===== src/rtl/stack_sequencer.sv =====
// rtl/stack_sequencer.sv - command sequencer driving the 8-deep x 4-bit calculator stack
module stack_sequencer #(
    parameter int DEPTH = 8
) (
    input  logic       clk,
    input  logic       rst,
    input  logic       cmd_valid,
    input  logic [2:0] cmd_op,
    input  logic [3:0] cmd_data,
    output logic       cmd_ready,
    input  logic [3:0] top_word,
    input  logic [3:0] second_word,
    output logic       stk_mode,
    output logic       stk_move,
    output logic [3:0] stk_in_word,
    output logic [3:0] depth,
    output logic       carry,
    output logic       err,
    output logic       err_ovf,
    output logic       err_unf
);

    localparam logic [2:0] OP_NOP  = 3'd0;
    localparam logic [2:0] OP_PUSH = 3'd1;
    localparam logic [2:0] OP_POP  = 3'd2;
    localparam logic [2:0] OP_ADD  = 3'd3;
    localparam logic [2:0] OP_SUB  = 3'd4;
    localparam logic [2:0] OP_DUP  = 3'd5;
    localparam logic [2:0] OP_SWAP = 3'd6;
    localparam logic [2:0] OP_CLR  = 3'd7;

    localparam logic [3:0] DEPTH_L = 4'(DEPTH);

    typedef enum logic [3:0] {
        S_IDLE, S_PUSH1, S_POP1,
        S_ALU_POP1, S_ALU_POP2, S_ALU_PUSH,
        S_SWP_POP1, S_SWP_POP2, S_SWP_PUSHA, S_SWP_PUSHB,
        S_CLR_LOOP, S_ERR
    } state_t;

    state_t     state_q, state_d;
    logic [3:0] a_q, b_q, d_q;
    logic [2:0] op_q;
    logic [3:0] depth_q;
    logic       carry_q, carry_d;
    logic       ovf_q, ovf_d;
    logic       unf_q, unf_d;
    logic       accept;
    logic [4:0] alu_sum, alu_dif;
    logic [3:0] alu_r;
    logic       alu_c;

    assign accept  = cmd_valid && (state_q == S_IDLE);
    assign depth   = depth_q;
    assign carry   = carry_q;
    assign err_ovf = ovf_q;
    assign err_unf = unf_q;

    // ALU on the latched operands; bit 4 is carry-out for ADD and borrow (B<A) for SUB
    always_comb begin
        alu_sum = {1'b0, b_q} + {1'b0, a_q};
        alu_dif = {1'b0, b_q} - {1'b0, a_q};
        alu_r   = (op_q == OP_SUB) ? alu_dif[3:0] : alu_sum[3:0];
        alu_c   = (op_q == OP_SUB) ? alu_dif[4]   : alu_sum[4];
    end

    // next-state, sticky-flag updates and Moore stack controls
    always_comb begin
        state_d     = state_q;
        carry_d     = carry_q;
        ovf_d       = ovf_q;
        unf_d       = unf_q;
        cmd_ready   = 1'b0;
        stk_move    = 1'b0;
        stk_mode    = 1'b0;
        stk_in_word = 4'd0;
        err         = 1'b0;
        case (state_q)
            S_IDLE: begin
                cmd_ready = 1'b1;
                if (cmd_valid) begin
                    case (cmd_op)
                        OP_NOP: state_d = S_IDLE;
                        OP_PUSH: begin
                            if (depth_q < DEPTH_L) state_d = S_PUSH1;
                            else begin state_d = S_ERR; ovf_d = 1'b1; end
                        end
                        OP_DUP: begin
                            if (depth_q == 4'd0) begin state_d = S_ERR; unf_d = 1'b1; end
                            else if (depth_q >= DEPTH_L) begin state_d = S_ERR; ovf_d = 1'b1; end
                            else state_d = S_PUSH1;
                        end
                        OP_POP: begin
                            if (depth_q >= 4'd1) state_d = S_POP1;
                            else begin state_d = S_ERR; unf_d = 1'b1; end
                        end
                        OP_ADD, OP_SUB: begin
                            if (depth_q >= 4'd2) state_d = S_ALU_POP1;
                            else begin state_d = S_ERR; unf_d = 1'b1; end
                        end
                        OP_SWAP: begin
                            if (depth_q >= 4'd2) state_d = S_SWP_POP1;
                            else begin state_d = S_ERR; unf_d = 1'b1; end
                        end
                        OP_CLR: begin
                            ovf_d   = 1'b0;
                            unf_d   = 1'b0;
                            state_d = (depth_q == 4'd0) ? S_IDLE : S_CLR_LOOP;
                        end
                        default: state_d = S_IDLE;
                    endcase
                end
            end
            S_PUSH1: begin
                stk_move    = 1'b1;
                stk_mode    = 1'b1;
                stk_in_word = (op_q == OP_DUP) ? a_q : d_q;
                state_d     = S_IDLE;
            end
            S_POP1: begin
                stk_move = 1'b1;
                state_d  = S_IDLE;
            end
            S_ALU_POP1: begin
                stk_move = 1'b1;
                state_d  = S_ALU_POP2;
            end
            S_ALU_POP2: begin
                stk_move = 1'b1;
                state_d  = S_ALU_PUSH;
            end
            S_ALU_PUSH: begin
                stk_move    = 1'b1;
                stk_mode    = 1'b1;
                stk_in_word = alu_r;
                carry_d     = alu_c;
                state_d     = S_IDLE;
            end
            S_SWP_POP1: begin
                stk_move = 1'b1;
                state_d  = S_SWP_POP2;
            end
            S_SWP_POP2: begin
                stk_move = 1'b1;
                state_d  = S_SWP_PUSHA;
            end
            S_SWP_PUSHA: begin
                stk_move    = 1'b1;
                stk_mode    = 1'b1;
                stk_in_word = a_q;
                state_d     = S_SWP_PUSHB;
            end
            S_SWP_PUSHB: begin
                stk_move    = 1'b1;
                stk_mode    = 1'b1;
                stk_in_word = b_q;
                state_d     = S_IDLE;
            end
            S_CLR_LOOP: begin
                stk_move = 1'b1;
                if (depth_q <= 4'd1) state_d = S_IDLE;
            end
            S_ERR: begin
                err     = 1'b1;
                state_d = S_IDLE;
            end
            default: state_d = S_IDLE;
        endcase
    end

    // state, operand latches, depth counter and status flags
    always_ff @(posedge clk) begin
        if (rst) begin
            state_q <= S_IDLE;
            a_q     <= 4'd0;
            b_q     <= 4'd0;
            d_q     <= 4'd0;
            op_q    <= OP_NOP;
            depth_q <= 4'd0;
            carry_q <= 1'b0;
            ovf_q   <= 1'b0;
            unf_q   <= 1'b0;
        end else begin
            state_q <= state_d;
            carry_q <= carry_d;
            ovf_q   <= ovf_d;
            unf_q   <= unf_d;
            if (accept) begin
                a_q  <= top_word;
                b_q  <= second_word;
                d_q  <= cmd_data;
                op_q <= cmd_op;
            end
            if (stk_move) depth_q <= stk_mode ? depth_q + 4'd1 : depth_q - 4'd1;
        end
    end

endmodule


===== config.mk =====
export PLATFORM = sky130hd
export DESIGN_NAME = stack_sequencer
export DESIGN_NICKNAME = d
export VERILOG_FILES = /design/src/rtl/stack_sequencer.sv
export SDC_FILE = /design/constraint.sdc
export NUM_CORES = 1
export LEC_CHECK = 0
export CAP_MARGIN = 10
export CORE_MARGIN = 2
export CORE_UTILIZATION = 45
export CTS_CLUSTER_DIAMETER = 100
export DETAILED_ROUTE_END_ITERATION = 10
export PLACE_DENSITY_LB_ADDON = 0.3
export SLEW_MARGIN = 20
export SYNTH_ARGS = -nofsm -noshare
export SYNTH_HDL_FRONTEND = slang
export SYNTH_SLANG_ARGS = --single-unit

===== constraint.sdc =====
create_clock -name clk -period 3.84 [get_ports clk]
set_clock_uncertainty 0.05 [all_clocks]
set_input_delay 0.384 -clock clk [delete_from_list [all_inputs] [get_ports clk]]
set_output_delay 0.384 -clock clk [all_outputs]
set_load 0.02 [all_outputs]

==> summary.md, run 1 <==
| Metric | Value |
|---|---|
| Port bufs | 32 |
| Longest Clk Path Bufs | 2 |
| RSZ-0062 raised after global routing | false |
| Chip height | 67.8 um |
| CP Capture Type | output port |
| Final hold vios | 0 |
| Synth area leader | dfxtp_1 |
| Most used flip-flop cell after synthesis | dfxtp_1 |
| Final wirelength | 4010 um |
| Status | finished clean |
| Via count | 1,646 |
| Max_cap viols | 0 |
| Pre-CTS setup slack | 1.26 ns |
| Area of the multi-input gates | 0.00121 mm2 |
| Layout cell share with drive strength beyond 1 | 6.23% |
| Post-synthesis register bit count | 26 |
| Worst Path Arrival | 2.46 ns |
| # setup viols final | 0 |
| Largest net degree at the start of global routing | 28 |
| Row cnt | 23 |
| WL/cell | 13.0 um |
| Vias in the first global route | 1,423 |
| Die W | 67.8 um |
| Setup CP Type | reg -> out |
| # fillers | 400 |
| Slew Limit Fails | 0 |
| Post-synth net total | 265 |
| Post-DP HPWL | 2910 um |
| Worst setup SP type | flop |
| Syn_area_per_cell | 7.83 um2 |
| Hold Startpoint | op_q[2] |
| Via/cell ratio | 5.36 |
| Residual DRC | 0 |
| Fin crit share | 75.3% |
| Initial Util | 46.1% |
| Register area | 520 um2 |
| Combinational share of power | 54.1% |
| Cts repair resizes | 0 |
| Post-route cell area | 0.00223 mm2 |
| Post-CTS Setup Inserts | 0 |
| EDFF count, synth | 0 |
| Seq/Total Area, Yosys | 28.4% |
| Hold Buf Count CTS | 0 |
| Die area | 0.00460 mm2 |
| Antenna Nets Post-Route | 0 |
| Synth async-reset ratio | 0% |
| Post-placement cell area | 0.00216 mm2 |
| Yosys top cell area share | 28.4% |
| Initial antenna violation count | 0 |
| Tightest Pin Transition | 0.594 ns |
| Net Sw Power | 656 uW |
| Pwr/cell area | 686 mW/mm2 |
| Post-synth cell types | 54 |
| Root buf cell | clkbuf_8 |
| Sw Ratio | 42.9% |
| H-tree depth reported by CTS | 1 |
| Reg clk slew, reported paths | 0.09 ns |
| CTS tree | done |
| Leakage | 0.828 nW |
| Core area | 0.00397 mm2 |
| Final WS setup | 0.950 ns |
| Mapped cell area | 0.00183 mm2 |
| Setup TNS | 0 ns |
| GR Overflow Total | 0 |
| Internal power | 872 uW |
| Max frequency | 346 MHz |
| Clk pwr share | 15.0% |
| Worst slew margin | 60.4% |
| Sequential share of power | 30.9% |
| Required @ worst endpoint | 3.41 ns |
| Hold Path Class | reg -> reg |
| Initial DRC count | 67 |
| VDD IR-drop max | 407 uV |
| Synthesis-to-layout area growth | 21.6% |
| Total Power | 1.53 mW |
| Nets | 289 |
| Ant diodes | 0 |
| GRT Util Overall | 19.0% |
| CTS Sinks | 26 |
| Leading post-synthesis cells by cell area | dfxtp_1, nand2_1, ha_1 |
| First-pass GRT wire length | 6730 um |
| Ys Warns | 0 |
| Gate count of the mapped netlist | 234 |
| DR pass1 iterations | 4 |
| Total CTS buffers | 3 |
| Dominant cell by count in the synthesized netlist | nand2_1 |
| R2R setup slack | 1.67 ns |
| Ports | 33 |
| Core Util, Final | 56.1% |
| Tmin final | 2.89 ns |
| Synth cell count leaders | nand2_1, a21oi_1, dfxtp_1 |
| GP Congestion | 0.858 |
| Crit-path max FO | 6 |
| Crit path launch | a_q[1] |
| Worst-Skew Late Latency | 0.27 ns |
| Reg-to-reg startpoint | state_q[0] |
[placed cells by master, fill, tap and decap left out, types with 3 or more instances in the layout]
cell	instances
nor3_1	4
nand2_1	38
clkbuf_8	3
ha_1	11
o22ai_1	3
o21a_1	3
a21oi_1	26
nor2b_1	4
nand3b_1	3
dfxtp_1	26
nor2_1	23
clkdlybuf4s50_1	32
xnor2_1	5
inv_1	10
mux2i_1	10
nand2b_1	10
[metrics by stage]
step / hold WS (ns) / instances
after detailed placement: 0.407 / 303
after global placement: 0.403 / 303
after floorplan: 0.386 / 234
final: 0.424 / 307
after global routing: 0.438 / 307
after CTS: 0.420 / 307
[path summary, 6_finish.rpt]
kind	endpoint	cells after the start
max	stk_in_word[2]	7
min	op_q[2]	2
max reg2reg	err_unf	4
min reg2reg	op_q[2]	2
[kinds of logic after synthesis]
logic type / after synthesis / share of synthesized area (%)
and+or+nand+nor: 96 / 25.8
AOI/OAI and AO/OA: 57 / 20.7
DFF: 26 / 28.4
buffers and inverters: 24 / 5.67
muxes: 13 / 7.31
adders and majority gates: 13 / 9.70
xor gates and xnor gates: 5 / 2.39
[worst max-delay path, cell delays in order, from the launching register on]
cell and delay, ns:
dfxtp_1 0.46, inv_1 0.13, fa_1 0.46, mux2i_1 0.18
xnor2_1 0.14, nand2_1 0.07, o221ai_1 0.11, clkdlybuf4s50_1 0.64
[metal layers]
| metal | global-route usage, % | wire length [um] | part of all wire (%) |
|---|---|---|---|
| met1 | 27.9 | 2090 | 52 |
| met2 | 29.3 | 1750 | 44 |
| met3 | 2.17 | 134 | 3.3 |
| met4 | 5.25 | 28 | 0.70 |
| met5 | 0 | 0 | 0 |
[power groups by stage]
stage               registers [mW]  clock network [mW]  logic [mW]
floorplan                    0.434                   0       0.651
detailed placement           0.478                   0       0.826
finish                       0.472               0.229       0.827
global route                 0.489               0.243       0.921
CTS                          0.472               0.231       0.831
global placement             0.476                   0       0.821
[area by class of cell]
| cell class | instances | area share (%) |
|---|---|---|
| tap | 50 | 2.81 |
| sequential | 26 | 23.4 |
| timing repair buffer | 33 | 14.7 |
| multi-input combinational | 184 | 54.2 |
| clock buffer | 3 | 1.85 |
| clock inverter | 1 | 1.35 |
| inverter | 10 | 1.69 |
[state kept, by name (all words and copies together) (netlist names)]
| signal | flops |
|---|---|
| op_q | 3 |
| a_q | 4 |
| err_ovf | 1 |
| d_q | 4 |
| depth | 4 |
| carry | 1 |
| state_q | 4 |
| b_q | 4 |
| err_unf | 1 |
No activity file was read; power rests on OpenSTA's default activity.
==> run 2: changes to the inputs <==
==> constraint.sdc (replaced) <==
create_clock -name clk -period 2.4 [get_ports clk]
set_clock_uncertainty 0.05 [all_clocks]
set_input_delay 0.24 -clock clk [delete_from_list [all_inputs] [get_ports clk]]
set_output_delay 0.24 -clock clk [all_outputs]
set_load 0.02 [all_outputs]
==> run 2 against run 1 <==
Against the previous run:
- first-iteration DRC count up 130%
- critical path depth is the same
- core utilization is 2.6 points higher
- via count is 5.6% higher
- power increased by 71%
- clock power rose by 66%
- largest power group unchanged
- global-route usage rose by 1.3 points
- final cell count is 4.9% higher
- routed wire length up 7.3%
- critical path type unchanged
- sequential power up 55%
- setup slack got worse by 0.85 ns
==> summary.md, run 2 (synthesis gave the netlist of run 1 again) <==
| Metric | Value |
|---|---|
| Status | finished clean (unchanged) |
| Core Util, Final | 58.7% (was 56.1%) |
| Tightest Pin Transition | 0.468 ns (was 0.594 ns) |
| Port bufs | 32 (unchanged) |
| Core area | 0.00397 mm2 (unchanged) |
| WL/cell | 13.4 um (was 13.0 um) |
| Reg clk slew, reported paths | 0.10 ns (was 0.09 ns) |
| Post-CTS Setup Inserts | 0 (unchanged) |
| GR Overflow Total | 0 (unchanged) |
| Worst slew margin | 68.8% (was 60.4%) |
| GRT Util Overall | 20.3% (was 19.0%) |
| Max frequency | 436 MHz |
| Required @ worst endpoint | 2.11 ns (was 3.41 ns) |
| Setup CP Type | reg -> out (unchanged) |
| VDD IR-drop max | 796 uV (was 407 uV) |
| Hold slack | 0.421 ns (was 0.424 ns) |
| Initial antenna violation count | 0 (unchanged) |
| Longest Clk Path Bufs | 2 (unchanged) |
| Slew Limit Fails | 0 (unchanged) |
| Total CTS buffers | 3 (unchanged) |
| First-pass GRT wire length | 7140 um (was 6730 um) |
| Residual DRC | 0 (unchanged) |
| DR pass1 iterations | 4 (unchanged) |
| Final WS setup | 0.105 ns (was 0.950 ns) |
| Initial Util | 46.1% (unchanged) |
| # fillers | 374 (was 400) |
| Worst setup SP type | flop (unchanged) |
| Area of the multi-input gates | 0.00121 mm2 (unchanged) |
| Via/cell ratio | 5.40 (was 5.36) |
| Vias in the first global route | 1,495 (was 1,423) |
| CTS tree | done (unchanged) |
| Pwr/cell area | 1120 mW/mm2 (was 686 mW/mm2) |
| Final wirelength | 4300 um (was 4010 um) |
| Root buf cell | clkbuf_8 (unchanged) |
| Register area | 524 um2 (was 520 um2) |
| GP Congestion | 0.882 (was 0.858) |
| Die W | 67.8 um (unchanged) |
| Pre-CTS setup slack | 0.0324 ns (was 1.26 ns) |
| Nets | 304 (was 289) |
| Worst-Skew Late Latency | 0.28 ns (was 0.27 ns) |
| H-tree depth reported by CTS | 1 (unchanged) |
| Row cnt | 23 (unchanged) |
| Post-route cell area | 0.00233 mm2 (was 0.00223 mm2) |
| Initial DRC count | 154 (was 67) |
| CP Capture Type | output port (unchanged) |
| Hold Path Class | reg -> reg (unchanged) |
| Die area | 0.00460 mm2 (unchanged) |
| Largest net degree at the start of global routing | 27 (was 28) |
| Post-placement cell area | 0.00227 mm2 (was 0.00216 mm2) |
| # setup viols final | 0 (unchanged) |
| Final hold vios | 0 (unchanged) |
| Crit-path max FO | 4 (was 6) |
| Most frequent cells in the layout | nand2_1, clkdlybuf4s50_1, a21oi_1 (was nand2_1, clkdlybuf4s50_1, a21oi_1, dfxtp_1, nor2_1) |
| Ant diodes | 0 (unchanged) |
| Leakage | 0.917 nW (was 0.828 nW) |
| Total Power | 2.61 mW (was 1.53 mW) |
| Max_cap viols | 0 (unchanged) |
| Tmin final | 2.30 ns |
| RSZ-0062 raised after global routing | false (unchanged) |
| Ports | 33 (unchanged) |
| CTS Sinks | 26 (unchanged) |
| Synthesis-to-layout area growth | 27.3% (was 21.6%) |
| Post-DP HPWL | 3170 um (was 2910 um) |
| Chip height | 67.8 um (unchanged) |
| Most common cell after layout, fill and taps aside | nand2_1 (unchanged) |
| Via count | 1,738 (was 1,646) |
| Setup TNS | 0 ns (unchanged) |
| Inst Count DP | 318 (was 303) |
| Worst Path Arrival | 2.01 ns (was 2.46 ns) |
| Fin crit share | 95.6% |
| Non-filler cells, final | 322 (was 307) |
| Layout cell share with drive strength beyond 1 | 13.2% (was 6.23%) |
| Antenna Nets Post-Route | 0 (unchanged) |
==> run 2: changes by cell type in the layout (fill, tap and decap cells not counted) <==
cell and change:
buf_4 +15, clkbuf_2 +2, clkdlybuf4s50_1 -4, dfxtp_1 -3, dfxtp_2 +3, dlygate4sd2_1 +2
==> run 2: final timing paths <==
| path | startpoint | to | slack [ns] | cells after the start |
|---|---|---|---|---|
| max | b_q[0] | stk_in_word[1] | 0.10 | 7 |
| min reg2reg | carry | carry | 0.42 | 2 |
| max reg2reg | state_q[2] | depth[3] | 0.47 | 5 |
| min | carry | carry | 0.42 | 2 |
==> run 2: final cells by class <==
cell class / count / area share (%)
multi-input cells: 184 / 51.8
flip-flops and latches: 26 / 22.5
repair buffers: 48 / 18.4
well taps: 50 / 2.68
clock buffers: 3 / 1.77
inverters: 10 / 1.61
clock inverters: 1 / 1.29
==> run 2: worst max-delay path, stage by stage (launching register included) <==
cell,delay [ns]
dfxtp_2,0.37
inv_1,0.05
ha_1,0.20
fa_1,0.49
mux2i_1,0.07
a21oi_1,0.13
o21ai_0,0.09
dlygate4sd2_1,0.32
==> run 2: power by group <==
group          switching [mW]  internal (mW)
clock                   0.155          0.224
combinational           0.776          0.728
sequential              0.177          0.555
total                    1.11           1.51
==> run 2: timing repair <==
action | in CTS | in global routing
resized for setup | 5 | 7
hold buffers | 0 | 0
endpoints found under the setup margin | 4 | 5
cloned | 0 | 0
pin swaps | 0 | 0
==> run 2: routing by layer <==
layer  global-route usage, %  wire length (um)  vias up
met5                       0                 0        -
met4                    3.75                34        0
met3                    3.17               233        4
met2                    28.7              1850       35
met1                    32.3              2190      806
li1                        -                 -      893
==> run 3: changes to the inputs <==
--- a/config.mk
+++ b/config.mk
@@ -8,9 +8,8 @@
 export CAP_MARGIN = 10
 export CORE_MARGIN = 2
 export CORE_UTILIZATION = 45
-export CTS_CLUSTER_DIAMETER = 100
 export DETAILED_ROUTE_END_ITERATION = 10
-export PLACE_DENSITY_LB_ADDON = 0.3
+export PLACE_DENSITY = 0.73
 export SLEW_MARGIN = 20
 export SYNTH_ARGS = -nofsm -noshare
 export SYNTH_HDL_FRONTEND = slang
==> run 3 against run 2 <==
Against the previous run:
- hold slack about the same
- highest routed layer unchanged
- critical endpoint is now stk_in_word[2]
- global-route usage up 0.15 points
- sequential power is essentially flat
- via count shrank 0.98%
- flip-flop and latch count unchanged
- fmax fell by 0.69%
- largest power group unchanged
- cell area did not move
- critical path type unchanged
==> summary.md, run 3 (synthesis gave the netlist of run 1 again) <==
| Metric | Value |
|---|---|
| Status | finished clean (unchanged) |
| WL/cell | 13.5 um (was 13.4 um) |
| Hold Path Class | reg -> reg (unchanged) |
| Die W | 67.8 um (unchanged) |
| Setup TNS | 0 ns (unchanged) |
| Initial Util | 46.1% (unchanged) |
| Row cnt | 23 (unchanged) |
| Max frequency | 433 MHz (was 436 MHz) |
| CP Capture Type | output port (unchanged) |
| Synthesis-to-layout area growth | 27.3% (unchanged) |
| Chip height | 67.8 um (unchanged) |
| Layout cell share with drive strength beyond 1 | 12.9% (was 13.2%) |
| Nets | 304 (unchanged) |
| Crit path launch | b_q[0] (unchanged) |
| Tmin final | 2.31 ns (was 2.30 ns) |
| GRT Util Overall | 20.5% (was 20.3%) |
| Max_cap viols | 0 (unchanged) |
| Critical Path, Cell by Cell | ha_1 > inv_1 > fa_1 > mux2i_1 > xnor2_1 > nand2_1 > o221ai_1 > clkdlybuf4s15_1 (was inv_1 > ha_1 > fa_1 > mux2i_1 > a21oi_1 > o21ai_0 > dlygate4sd2_1) |
| Ant diodes | 0 (unchanged) |
| Final wirelength | 4350 um (was 4300 um) |
| Fin crit share | 96.3% (was 95.6%) |
| Root buf cell | clkbuf_8 (unchanged) |
| Slew Limit Fails | 0 (unchanged) |
| Total Power | 2.61 mW (about the same) |
| Most common cell after layout, fill and taps aside | nand2_1 (unchanged) |
| Post-DP HPWL | 3330 um (was 3170 um) |
| Reg-to-reg startpoint | state_q[3] (was state_q[2]) |
| Antenna Nets Post-Route | 0 (unchanged) |
| Ports | 33 (unchanged) |
| Post-CTS Setup Inserts | 0 (unchanged) |
| Worst-Skew Late Latency | 0.27 ns (was 0.28 ns) |
| Reg clk slew, reported paths | 0.09 ns (was 0.10 ns) |
| # setup viols final | 0 (unchanged) |
| GP Congestion | 0.897 (was 0.882) |
| Worst slew margin | 68.3% (was 68.8%) |
| Required @ worst endpoint | 2.11 ns (about the same) |
| Crit-path max FO | 4 (unchanged) |
| Total CTS buffers | 3 (unchanged) |
| Pwr/cell area | 1120 mW/mm2 (about the same) |
| Final hold vios | 0 (unchanged) |
| VDD IR-drop max | 801 uV (was 796 uV) |
| Leakage | 0.913 nW (was 0.917 nW) |
| Setup CP Type | reg -> out (unchanged) |
| Tightest Pin Transition | 0.473 ns (was 0.468 ns) |
| DR pass1 iterations | 4 (unchanged) |
| RSZ-0062 raised after global routing | true (was false) |
| Longest Clk Path Bufs | 2 (unchanged) |
| Worst setup SP type | flop (unchanged) |
| Worst Path Arrival | 2.02 ns (was 2.01 ns) |
| H-tree depth reported by CTS | 1 (unchanged) |
| CTS Sinks | 26 (unchanged) |
| Via count | 1,721 (was 1,738) |
| CP peak stage delay | 0.38 ns (was 0.49 ns) |
| CP max stage cell | dfxtp_1 (was fa_1) |
| Residual DRC | 0 (unchanged) |
| Vias in the first global route | 1,566 (was 1,495) |
| GR Overflow Total | 0 (unchanged) |
| Most frequent cells in the layout | nand2_1, clkdlybuf4s50_1, a21oi_1 (unchanged) |
| Hold Buf Count CTS | 0 (unchanged) |
| Hold Startpoint | carry (unchanged) |
| Largest net degree at the start of global routing | 27 (unchanged) |
| # fillers | 374 (unchanged) |
| CTS tree | done (unchanged) |
| Port bufs | 32 (unchanged) |
| Core area | 0.00397 mm2 (unchanged) |
| Initial DRC count | 142 (was 154) |
| Initial antenna violation count | 0 (unchanged) |
| First-pass GRT wire length | 7200 um (was 7140 um) |
| Die area | 0.00460 mm2 (unchanged) |
| Via/cell ratio | 5.34 (was 5.40) |
==> run 3: cell types whose count changed in the layout (fill, tap and decap cells not counted), sizes merged <==
cell and change:
clkdlybuf4s15 +1, dlygate4sd2 -1
==> run 3: routing by layer <==
metal / vias to the layer above / global-route usage (%) / wire length, um
li1: 892 / - / -
met1: 788 / 30.2 / 2220
met2: 37 / 31.7 / 1930
met3: 4 / 1.83 / 163
met4: 0 / 5.75 / 46
met5: - / 0 / 0
==> run 3: worst paths after layout <==
path / end / slack [ns] / cells after the start
hold / removal: carry / 0.42 / 2
hold reg to reg: carry / 0.42 / 2
setup / recovery: stk_in_word[2] / 0.09 / 8
setup reg to reg: depth[3] / 0.39 / 6
==> run 3: per-stage QoR <==
step	std cells	area, um2	hold WS (ns)	worst slack [ns]	util (%)
after floorplan	234	1830	0.326	0.443	-
after global routing	322	2330	0.441	-0.0668	58.7
after detailed placement	318	2270	0.412	0.0484	57.1
final	322	2330	0.421	0.0890	58.7
after CTS	322	2330	0.426	0.00280	58.8
after global placement	318	2270	0.406	0.0899	57.1
==> run 3: timing repair <==
| action | CTS | global route |
|---|---|---|
| setup endpoints to repair | 4 | 4 |
| endpoints found under the hold margin | 0 | 0 |
| resized for setup | 4 | 8 |
| gates cloned | 0 | 0 |
| pin swaps | 0 | 0 |
==> run 3: worst max-delay path: cells and delay by family (launching register included) <==
kind                       cells  cell delay, ns
adders and majority gates      2            0.56
DFF                            1            0.38
buffers and inverters          2            0.38
muxes                          1            0.17
xor gates and xnor gates       1            0.13
and+or+nand+nor                1            0.06
AOI/OAI and AO/OA              1            0.06
==> run 3: layout make-up <==
class	count	area (um2)	area share, %
clock buffers	3	41.3	1.77
multi-input cells	184	1210	51.8
inverters	10	37.5	1.61
repair buffers	48	429	18.4
clock inverters	1	30.0	1.29
well taps	50	62.6	2.68
flip-flops and latches	26	523	22.4
==> run 3: where the power goes <==
group          leakage [nW]  switching [mW]  internal, mW
logic                 0.664           0.777         0.729
clock network        0.0357           0.146         0.223
registers             0.214           0.177         0.554
